## src/rtl/stopwatch_ctrl.sv

```systemverilog
// stopwatch_ctrl: mode controller and tick scheduler for an MM:SS stopwatch digit counter.
//
// Synchronizes the buttons and the adjust switch, edge-detects the buttons with a per-button
// lockout, and runs a RUN / PAUSED / ADJUST state machine. It produces single-cycle pulses that
// sequence the digit counter, plus the adjust digit pointer and the blink enable.
//
// Ports:
//   clk       in   system clock
//   rst       in   synchronous, active-high reset
//   btn_pause in   async level, 1 = pressed; toggles run/pause
//   btn_reset in   async level, 1 = pressed; clears the counter
//   btn_sel   in   async level, 1 = pressed; advances the adjust digit pointer
//   sw_adj    in   async level; 1 = adjust mode requested
//   tick_run  out  one-cycle pulse: counter advances one second
//   tick_adj  out  one-cycle pulse: increment digit adj_sel
//   clr       out  one-cycle pulse: zero all digits
//   adj       out  level, 1 while in ADJUST
//   adj_sel   out  selected digit: 0 = min tens, 1 = min ones, 2 = sec tens, 3 = sec ones
//   paused    out  level, 1 while in PAUSED
//   blink     out  1 = blank the selected digit; 0 outside ADJUST
module stopwatch_ctrl #(
  parameter int unsigned DIV_1HZ   = 100000000,
  parameter int unsigned DIV_ADJ   = 50000000,
  parameter int unsigned DIV_BLINK = 25000000,
  parameter int unsigned LOCKOUT   = 2000000
) (
  input  logic       clk,
  input  logic       rst,
  input  logic       btn_pause,
  input  logic       btn_reset,
  input  logic       btn_sel,
  input  logic       sw_adj,
  output logic       tick_run,
  output logic       tick_adj,
  output logic       clr,
  output logic       adj,
  output logic [1:0] adj_sel,
  output logic       paused,
  output logic       blink
);

  localparam int unsigned RunW   = $clog2(DIV_1HZ);
  localparam int unsigned AdjW   = $clog2(DIV_ADJ);
  localparam int unsigned BlinkW = $clog2(DIV_BLINK);
  localparam int unsigned LockW  = (LOCKOUT > 1) ? $clog2(LOCKOUT) : 1;

  localparam logic [RunW-1:0]   RunMax   = RunW'(DIV_1HZ - 1);
  localparam logic [AdjW-1:0]   AdjMax   = AdjW'(DIV_ADJ - 1);
  localparam logic [BlinkW-1:0] BlinkMax = BlinkW'(DIV_BLINK - 1);
  localparam logic [LockW-1:0]  LockLoad = LockW'((LOCKOUT > 0) ? LOCKOUT - 1 : 0);

  localparam int BtnPause = 0;
  localparam int BtnReset = 1;
  localparam int BtnSel   = 2;

  typedef enum logic [1:0] {StRun, StPaused, StAdjust} state_e;

  // Input path: bit 3 is sw_adj, bits 2:0 are the buttons.
  logic [3:0]            sync1_q, sync2_q;
  logic [2:0]            prev_q, edge_q, armed_q;
  logic [1:0]            fill_q;
  logic                  adj_lvl_q;
  logic [2:0][LockW-1:0] lock_q, lock_d;
  logic [2:0]            accept;

  state_e             state_q, state_d;
  logic [RunW-1:0]    run_cnt_q, run_cnt_d;
  logic [AdjW-1:0]    adj_cnt_q, adj_cnt_d;
  logic [BlinkW-1:0]  blink_cnt_q, blink_cnt_d;
  logic               blink_q, blink_d;
  logic [1:0]         adj_sel_q, adj_sel_d;
  logic               tick_run_q, tick_adj_q, clr_q, adj_q, paused_q;
  logic               pause_acc, reset_acc, sel_acc, stay_adj, sel_act;

  always_comb begin
    accept = '0;
    lock_d = lock_q;
    for (int i = 0; i < 3; i++) begin
      accept[i] = edge_q[i] && (lock_q[i] == '0);
      if (accept[i]) begin
        lock_d[i] = LockLoad;
      end else if (lock_q[i] != '0) begin
        lock_d[i] = lock_q[i] - LockW'(1);
      end
    end
    pause_acc = accept[BtnPause];
    reset_acc = accept[BtnReset];
    sel_acc   = accept[BtnSel];

    // sw_adj outranks pause; the reset button never changes state.
    state_d = state_q;
    if (adj_lvl_q) begin
      state_d = StAdjust;
    end else begin
      unique case (state_q)
        StRun:    if (pause_acc) state_d = StPaused;
        StPaused: if (pause_acc) state_d = StRun;
        StAdjust: state_d = StPaused;
        default:  state_d = StRun;
      endcase
    end

    stay_adj  = (state_q == StAdjust) && (state_d == StAdjust);
    sel_act   = stay_adj && sel_acc;
    adj_sel_d = adj_sel_q + 2'(sel_act);

    // Run prescaler holds while paused so the fractional second survives a pause.
    run_cnt_d = run_cnt_q;
    if (clr_q || ((state_d == StAdjust) && (state_q != StAdjust))) begin
      run_cnt_d = '0;
    end else if (state_q == StRun) begin
      run_cnt_d = (run_cnt_q == RunMax) ? '0 : run_cnt_q + RunW'(1);
    end

    adj_cnt_d   = '0;
    blink_cnt_d = '0;
    blink_d     = 1'b0;
    if (stay_adj && !sel_act) begin
      adj_cnt_d = (adj_cnt_q == AdjMax) ? '0 : adj_cnt_q + AdjW'(1);
      if (blink_cnt_q == BlinkMax) begin
        blink_d = ~blink_q;
      end else begin
        blink_cnt_d = blink_cnt_q + BlinkW'(1);
        blink_d     = blink_q;
      end
    end
  end

  always_ff @(posedge clk) begin
    if (rst) begin
      sync1_q     <= '0;
      sync2_q     <= '0;
      prev_q      <= '0;
      edge_q      <= '0;
      armed_q     <= '0;
      fill_q      <= '0;
      adj_lvl_q   <= 1'b0;
      lock_q      <= '0;
      state_q     <= StRun;
      run_cnt_q   <= '0;
      adj_cnt_q   <= '0;
      blink_cnt_q <= '0;
      blink_q     <= 1'b0;
      adj_sel_q   <= '0;
      tick_run_q  <= 1'b0;
      tick_adj_q  <= 1'b0;
      clr_q       <= 1'b0;
      adj_q       <= 1'b0;
      paused_q    <= 1'b0;
    end else begin
      sync1_q   <= {sw_adj, btn_sel, btn_reset, btn_pause};
      sync2_q   <= sync1_q;
      prev_q    <= sync2_q[2:0];
      edge_q    <= sync2_q[2:0] & ~prev_q & armed_q;
      // The synchronizer holds reset zeros for two cycles; a button only arms once a real
      // low level has been seen, so a press held through reset yields no edge.
      fill_q    <= {fill_q[0], 1'b1};
      armed_q   <= armed_q | ({3{fill_q[1]}} & ~sync2_q[2:0]);
      adj_lvl_q <= sync2_q[3];
      lock_q    <= lock_d;

      state_q     <= state_d;
      run_cnt_q   <= run_cnt_d;
      adj_cnt_q   <= adj_cnt_d;
      blink_cnt_q <= blink_cnt_d;
      blink_q     <= blink_d;
      adj_sel_q   <= adj_sel_d;

      // Pulses are registered from next-state values so they line up with the count they mark.
      tick_run_q <= (state_d == StRun) && (run_cnt_d == RunMax) && !reset_acc;
      tick_adj_q <= (state_d == StAdjust) && (adj_cnt_d == AdjMax);
      clr_q      <= reset_acc;
      adj_q      <= (state_d == StAdjust);
      paused_q   <= (state_d == StPaused);
    end
  end

  assign tick_run = tick_run_q;
  assign tick_adj = tick_adj_q;
  assign clr      = clr_q;
  assign adj      = adj_q;
  assign adj_sel  = adj_sel_q;
  assign paused   = paused_q;
  assign blink    = blink_q;

endmodule
```

## config.mk

```make
export PLATFORM = sky130hd
export DESIGN_NAME = stopwatch_ctrl
export DESIGN_NICKNAME = d
export VERILOG_FILES = /design/src/rtl/stopwatch_ctrl.sv
export SDC_FILE = /design/constraint.sdc
export NUM_CORES = 1
export LEC_CHECK = 0
export CAP_MARGIN = 20
export CORE_MARGIN = 1
export CORE_UTILIZATION = 55
export DETAILED_ROUTE_END_ITERATION = 16
export PLACE_DENSITY_LB_ADDON = 0.12
export SLEW_MARGIN = 20
export SYNTH_ARGS = -nofsm -noshare
export SYNTH_HDL_FRONTEND = slang
export SYNTH_SLANG_ARGS = --single-unit
```

## constraint.sdc

```tcl
create_clock -name clk -period 7.6 [get_ports clk]
set_clock_uncertainty 0.1 [all_clocks]
set_input_delay 2.28 -clock clk [delete_from_list [all_inputs] [get_ports clk]]
set_output_delay 2.28 -clock clk [all_outputs]
set_load 0.05 [all_outputs]
```

* Word level (Yosys, flattened, before mapping) *
Cells that the tools add are included.
Widths: inputs -> output; s select.

word-level totals
  output and inout bits = 8
  flip-flop bits (word level) = 171
  input bits = 6

operators by class
  multiplexer cells = 16
  equality and inequality tests = 10
  $add $sub $neg = 7
  bitwise gates (word level) = 8
  reductions and logical operators = 29

operators with widths
  cell                   count
  $mux 21                6
  $mux 27                3
  $logic_not 21->1       3
  $reduce_bool 21->1     3
  $sub 21x1->21 const B  3
  $eq 27x27->1 const B   2
  $eq 26x26->1 const B   2
  $mux 26                2
  $add 27x1->27 const B  1
  $add 26x1->26 const B  1
  $add 25x1->25 const B  1
  $eq 25x25->1 const B   1
  $logic_and 1x1->1      10
  $and 3x3->3            3
  $reduce_or 2->1        4
  $mux 2                 3
  $not 3->3              2
  $pmux 2 s3             1
  $reduce_bool 2->1      3
  $eq 2x1->1 const B     2
  $eq 2x2->1 const B     2
  $logic_not 2->1        2
  $or 3x3->3             1
  $reduce_or 3->1        1
  6 further kinds        8

* Logic depth before layout (Yosys ltp) *
Gate-level depths: netlist (run 1).

  depth after elaboration = 13
  mapped depth = 11
  depth with buffers taken out = 8

* Least setup slack after synthesis (run 1) *
No wires, ideal clock.

  path type = in2reg
  start = input port rst
  end = register tick_adj_q (netlist: tick_adj)
  path buffers = 1
  required time = 7.439 ns
  cell stages on the path = 6
  arrival = 3.543 ns
  setup slack = 3.896 ns
  cells stage by stage = clkbuf_1 -> nor2_1 -> nand4b_1 -> or4_1 -> a2111oi_0 -> and4_1

RTL lines
  element                 line  text
  start: declaration      28    input logic rst,
  end signal: assignment  171   tick_adj_q <= (state_d == StAdjust) && (adj_cnt_d == AdjMax);
  end: declaration        72    logic tick_run_q, tick_adj_q, clr_q, adj_q, paused_q;

==> results.py, run 1 <==
metrics = {
    "power_and_ir_drop": {
        "p_comb_frac": 0.294,
        "power.total_mw": 2.90,
        "peakVddDrop_mv": 0.276,
        "pwr-share-clk": 0.305,
        "power.internal_mw": 1.91,
        "p_sw_frac": 0.340,
        "power_density_nw_per_um2": 332,
        "leakage_nw": 2.89,
        "power_switching_mw": 0.984,
        "pwr-share-seq": 0.401,
    },
    "synth": {
        "synth_area_um2": 7930,
        "syn_area_per_cell_um2": 8.61,
        "ys_ff_latch": 171,
        "ys_seq_area_frac": 0.431,
        "syn-instance-count": 922,
        "synth.distinct_cells": 69,
        "syn-num-nets": 936,
        "synth_edf_count": 0,
        "ys_warn_count": 0,
        "async_flop_share": 0,
        "synthFlopType": "dfxtp_1",
    },
    "cells_and_area": {
        "synthToLayoutAreaGrowth_pct": 9.95,
        "fin_nets": 931,
        "final_cells": 1110,
        "final_common_cell": "dfxtp_1",
        "post-route-cell-area_um2": 8720,
        "fillers": 1202,
        "drive_above_1_share": 0.0645,
        "diodes": 0,
        "layout_common_cells": "dfxtp_1 (171), nor2_1 (139), nand2_1 (65), nor3_1 (47), xor2_1 (45)",
    },
    "clock_tree": {
        "post_cts_buffers": 0,
        "cts_made_buffers": 17,
        "clk_latency_ns": 0.43,
        "clock-sinks": 171,
        "root_buffer": "clkbuf_16",
        "cts_resized": 0,
        "clock_path_buffers": 2,
        "cts.htree.levels": 4,
        "cts_tree": "yes",
        "cts-hold-fix-buffers": 0,
        "cts.clk_slew.worst_paths_ns": 0.06,
    },
    "critical_path": {
        "cp-end-kind": "register",
        "reg2reg_slack_ns": 4.16,
        "critPathArrivalTime_ns": 4.52,
        "cp_max_fo": 38,
        "reg2reg_from": "lock_q[42]$_SDFFE_PP0P_",
        "required_ns": 7.78,
        "cp-start-kind": "input pin",
        "worst_r2r_path_depth": 8,
        "crit_type": "in -> reg",
        "r2r_end": "adj_cnt_q[8]$_SDFF_PP0_",
    },
    "place": {
        "gp_congestion": 0.859,
        "placed_cell_area_um2": 8120,
        "port_buffers": 13,
        "dpl.hpwl_um": 11100,
        "dp.cells": 1078,
        "place_worst_setup_slack_ns": 2.78,
    },
    "route": {
        "drc": 0,
        "wl_per_cell_um": 14.5,
        "dr.first_iter.drc_count": 527,
        "dr.pass1.iters": 5,
        "ant_nets": 0,
        "vias": 6524,
        "via_per_inst": 5.88,
        "wirelength_um": 16100,
    },
    "sta": {
        "rsz0062_at_grt": "no",
        "slew_violations": 0,
        "period_needed_ns": 4.35,
        "setup_ws_ns": 3.25,
        "setup_viol": 0,
        "relSlewSlack": 0.383,
        "min_period_over_period": 0.572,
        "max_freq_mhz": 230,
        "setup_tns_ns": 0,
        "worst_pin_slew_ns": 0.924,
        "hold_viol": 0,
    },
    "global_route": {
        "overflow": 0,
        "antenna_found_initial": 0,
        "grt_max_degree": 39,
        "grt_pass1_wl_um": 27500,
        "grt.total_usage": 0.231,
        "grt_pass1_vias": 5935,
    },
    "min_path": {
        "holdPathStages": 1,
        "worstHoldStart": "prev_q[2]$_SDFF_PP0_",
        "min_path_type": "reg -> reg",
        "min_delay_worst_endpoint": "edge_q[2]$_SDFF_PP0_",
    },
    "floorplanning": {
        "die_h_um": 122,
        "rows": 43,
        "core_area_um2": 14000,
        "die-area_um2": 14900,
        "pin_count": 14,
        "initial_core_util": 0.567,
        "dieWidth_um": 122,
    },
    "status": {
        "outcome": "finished, final reports clean",
    },
    "job": {
        "cap_violations": 0,
    },
}
[flip-flops by register name, indices dropped and copies added (netlist names), 2 cells and up]
signal	count
lock_q	63
run_cnt_q	27
adj_cnt_q	26
blink_cnt_q	25
sync1_q	4
sync2_q	4
armed_q	3
edge_q	3
prev_q	3
adj_sel	2
fill_q	2
state_q	2
[synth_stat cells, drive strengths merged (21+ instances only)]
cell type / instances / area [um^2]
nor2: 139 / 522
a21oi: 43 / 215
nor3: 49 / 255
xor2: 45 / 394
or3: 21 / 131
nor4: 25 / 178
clkbuf: 21 / 78.8
inv: 23 / 86.3
nand3: 37 / 190
nand2: 65 / 244
xnor2: 40 / 350
dfxtp: 171 / 3420
[per-layer routing]
metal | vias up | GRT usage | routed length [um]
met5 | - | 0 | 0
met4 | 0 | 0.0869 | 266
met2 | 111 | 0.373 | 7620
met3 | 26 | 0.0557 | 520
met1 | 3085 | 0.298 | 7730
li1 | 3302 | - | -
[worst max-delay path, cell delays in order]
cell and delay (ns):
buf_2 0.56, clkinv_1 0.49, o21ai_2 0.30, or3_1 0.70
nor2_1 0.16
[power groups by stage]
| stage | sequential [mW] | combinational (mW) | clock [mW] |
|---|---|---|---|
| after CTS | 1.16 | 0.844 | 0.900 |
| after global placement | 1.17 | 0.809 | 0 |
| after floorplan | 1.14 | 0.714 | 0 |
| final | 1.16 | 0.850 | 0.884 |
| after detailed placement | 1.18 | 0.835 | 0 |
| after global routing | 1.18 | 0.959 | 0.939 |
[final cells by class]
| cell class | count | area [um^2] | area share |
|---|---|---|---|
| multi-input cells | 688 | 4240 | 0.486 |
| flip-flops and latches | 171 | 3420 | 0.392 |
| clock buffers | 22 | 464 | 0.0532 |
| well taps | 180 | 225 | 0.0258 |
| repair buffers | 15 | 140 | 0.0161 |
| clock inverters | 10 | 139 | 0.0159 |
| inverters | 24 | 90.1 | 0.0103 |
[logic make-up after synthesis]
logic type / Yosys count / synth area share
buf+inv: 63 / 0.0339
fa+ha+maj: 8 / 0.0126
xor+xnor: 85 / 0.0938
compound gates: 127 / 0.109
simple gates: 460 / 0.308
flops: 171 / 0.431
mux: 8 / 0.0107
[worst max-delay path by stage]
| stage | start | to | slack (ns) | cells past startpoint |
|---|---|---|---|---|
| after floorplan | rst | tick_adj$_SDFF_PP0_ | 3.90 | 6 |
| after global placement | rst | adj_cnt_q[5]$_SDFF_PP0_ | 2.92 | 5 |
| after detailed placement | rst | adj_cnt_q[8]$_SDFF_PP0_ | 2.78 | 5 |
| after CTS | rst | adj_cnt_q[8]$_SDFF_PP0_ | 3.24 | 5 |
| after global routing | rst | adj_cnt_q[8]$_SDFF_PP0_ | 3.08 | 5 |
| final | rst | adj_cnt_q[8]$_SDFF_PP0_ | 3.25 | 5 |
[through the flow]
| step | hold slack [ns] | utilization |
|---|---|---|
| final | 0.293 | 0.624 |
| after global routing | 0.312 | 0.624 |
| after CTS | 0.297 | 0.624 |
| after detailed placement | 0.287 | 0.581 |
| after global placement | 0.282 | 0.581 |
| after floorplan | 0.276 | - |
(Power assumes the default switching activity.)
==> run 2: changes to the inputs <==
==> constraint.sdc (replaced) <==
create_clock -name clk -period 3.9 [get_ports clk]
set_clock_uncertainty 0.1 [all_clocks]
set_input_delay 1.17 -clock clk [delete_from_list [all_inputs] [get_ports clk]]
set_output_delay 1.17 -clock clk [all_outputs]
set_load 0.05 [all_outputs]
==> run 2 against run 1 <==
  * Non-clock buffer count grew 5
  * Core utilization rose by 0.24 points
  * Sequential cell count stayed put
  * Combinational power increased by 95%
  * Global-route usage shrank 0.58 points
  * Clock power grew 93%
==> results.py, run 2 (same netlist as run 1, synthesis figures left out) <==
metrics = {
    "status": {
        "outcome": "finished, final reports clean",
    },
    "floorplanning": {
        "die_h_um": 122,
        "die-area_um2": 14900,
        "initial_core_util": 0.567,
        "core_area_um2": 14000,
        "dieWidth_um": 122,
        "rows": 43,
        "pin_count": 14,
    },
    "critical_path": {
        "cp-end-kind": "register",
        "cp_slowest_stage_delay_ns": 0.55,
        "critPathArrivalTime_ns": 3.26,
        "worst_r2r_path_depth": 9,
        "cp-start-kind": "register",
        "crit_type": "reg -> reg",
        "cp_max_fo": 25,
        "required_ns": 4.10,
        "slowest_stage": "nor3b_1",
        "crit_chain": "inv_1 -> ha_1 -> nor3b_1 -> nand4_2 -> nand2b_1 -> o21ai_2 -> or3_1 -> buf_4 -> nor2_1",
    },
    "global_route": {
        "grt_pass1_wl_um": 27200,
        "antenna_found_initial": 0,
        "grt_max_degree": 29,
        "grt_pass1_vias": 6024,
        "grt.total_usage": 0.225,
        "overflow": 0,
    },
    "cells_and_area": {
        "drive_above_1_share": 0.0697,
        "synthToLayoutAreaGrowth_pct": 10.4,
        "diodes": 0,
        "fin_nets": 936,
        "largest_register_ffs": 63,
        "final_cells": 1113,
        "reg_top3": "lock_q: 63 flops, run_cnt_q: 27 flops, adj_cnt_q: 26 flops",
        "final_common_cell": "dfxtp_1",
        "layout_common_cells": "dfxtp_1 (171), nor2_1 (139), nand2_1 (65), nor3_1 (47), xor2_1 (45)",
        "regMostFlops": "lock_q",
    },
    "power_and_ir_drop": {
        "power.total_mw": 5.64,
        "peakVddDrop_mv": 0.459,
        "leakage_nw": 2.91,
        "power_density_nw_per_um2": 644,
    },
    "sta": {
        "setup_viol": 0,
        "slew_violations": 0,
        "relSlewSlack": 0.330,
        "worst_pin_slew_ns": 0.997,
        "setup_tns_ns": 0,
        "max_freq_mhz": 327,
        "rsz0062_at_grt": "no",
        "min_period_over_period": 0.784,
        "setup_ws_ns": 0.843,
        "hold_viol": 0,
        "period_needed_ns": 3.06,
    },
    "clock_tree": {
        "cts-hold-fix-buffers": 0,
        "post_cts_buffers": 0,
        "root_buffer": "clkbuf_16",
        "cts_tree": "yes",
        "cts.clk_slew.worst_paths_ns": 0.06,
        "cts_made_buffers": 17,
        "cts.htree.levels": 4,
        "cts_resized": 0,
        "clock_path_buffers": 2,
        "clock-sinks": 171,
        "clk_latency_ns": 0.43,
    },
    "place": {
        "place_worst_setup_slack_ns": 0.899,
        "dpl.hpwl_um": 11100,
        "port_buffers": 13,
        "gp_congestion": 0.830,
        "dp.cells": 1083,
    },
    "job": {
        "cap_violations": 0,
    },
    "route": {
        "wirelength_um": 16000,
        "via_per_inst": 5.81,
        "dr.first_iter.drc_count": 550,
        "vias": 6462,
        "ant_nets": 0,
        "wl_per_cell_um": 14.4,
        "dr.pass1.iters": 5,
        "drc": 0,
    },
    "min_path": {
        "min_path_type": "reg -> reg",
        "holdPathStages": 1,
    },
}
[run 2: worst max-delay path: cells and delay by family (launching register included)]
family,cells,cell delay (ns)
flip-flops,1,0.33
adder cells (fa/ha/maj),1,0.17
buffers and inverters,2,0.32
AND/OR/NAND/NOR,5,1.57
AO/OA/AOI/OAI,1,0.43
[run 2: cell type report]
class                           instances  area [um^2]
Fill cell                            1213         5230
Multi-Input combinational cell        688         4240
Timing Repair Buffer                   20          178
Clock inverter                         10          143
Tap cell                              180          225
Clock buffer                           20          457
Inverter                               24         90.1
Sequential cell                       171         3420
[run 2: final timing paths]
check	start	endpoint	slack, ns
hold reg to reg	prev_q[2]$_SDFF_PP0_	edge_q[2]$_SDFF_PP0_	0.30
hold / removal	prev_q[2]$_SDFF_PP0_	edge_q[2]$_SDFF_PP0_	0.30
setup / recovery	lock_q[42]$_SDFFE_PP0P_	blink_cnt_q[20]$_SDFF_PP0_	0.84
setup reg to reg	lock_q[42]$_SDFFE_PP0P_	blink_cnt_q[20]$_SDFF_PP0_	0.84
[run 2: through the flow]
stage	area, um^2	hold slack [ns]	util
after floorplan	7930	0.276	-
after global placement	8160	0.284	0.583
after detailed placement	8160	0.290	0.583
after CTS	8760	0.300	0.626
after global routing	8760	0.309	0.626
final	8760	0.297	0.626
[run 2: metal layers]
layer	wire length, um	global-route usage	vias to the layer above
li1	-	-	3295
met1	7700	0.283	3038
met2	7700	0.376	112
met3	487	0.0585	17
met4	141	0.0716	0
met5	0	0	-
[run 2: power by group]
part,internal (mW),switching (mW)
Sequential,2.00,0.270
Combinational,0.687,0.975
Clock,1.04,0.674
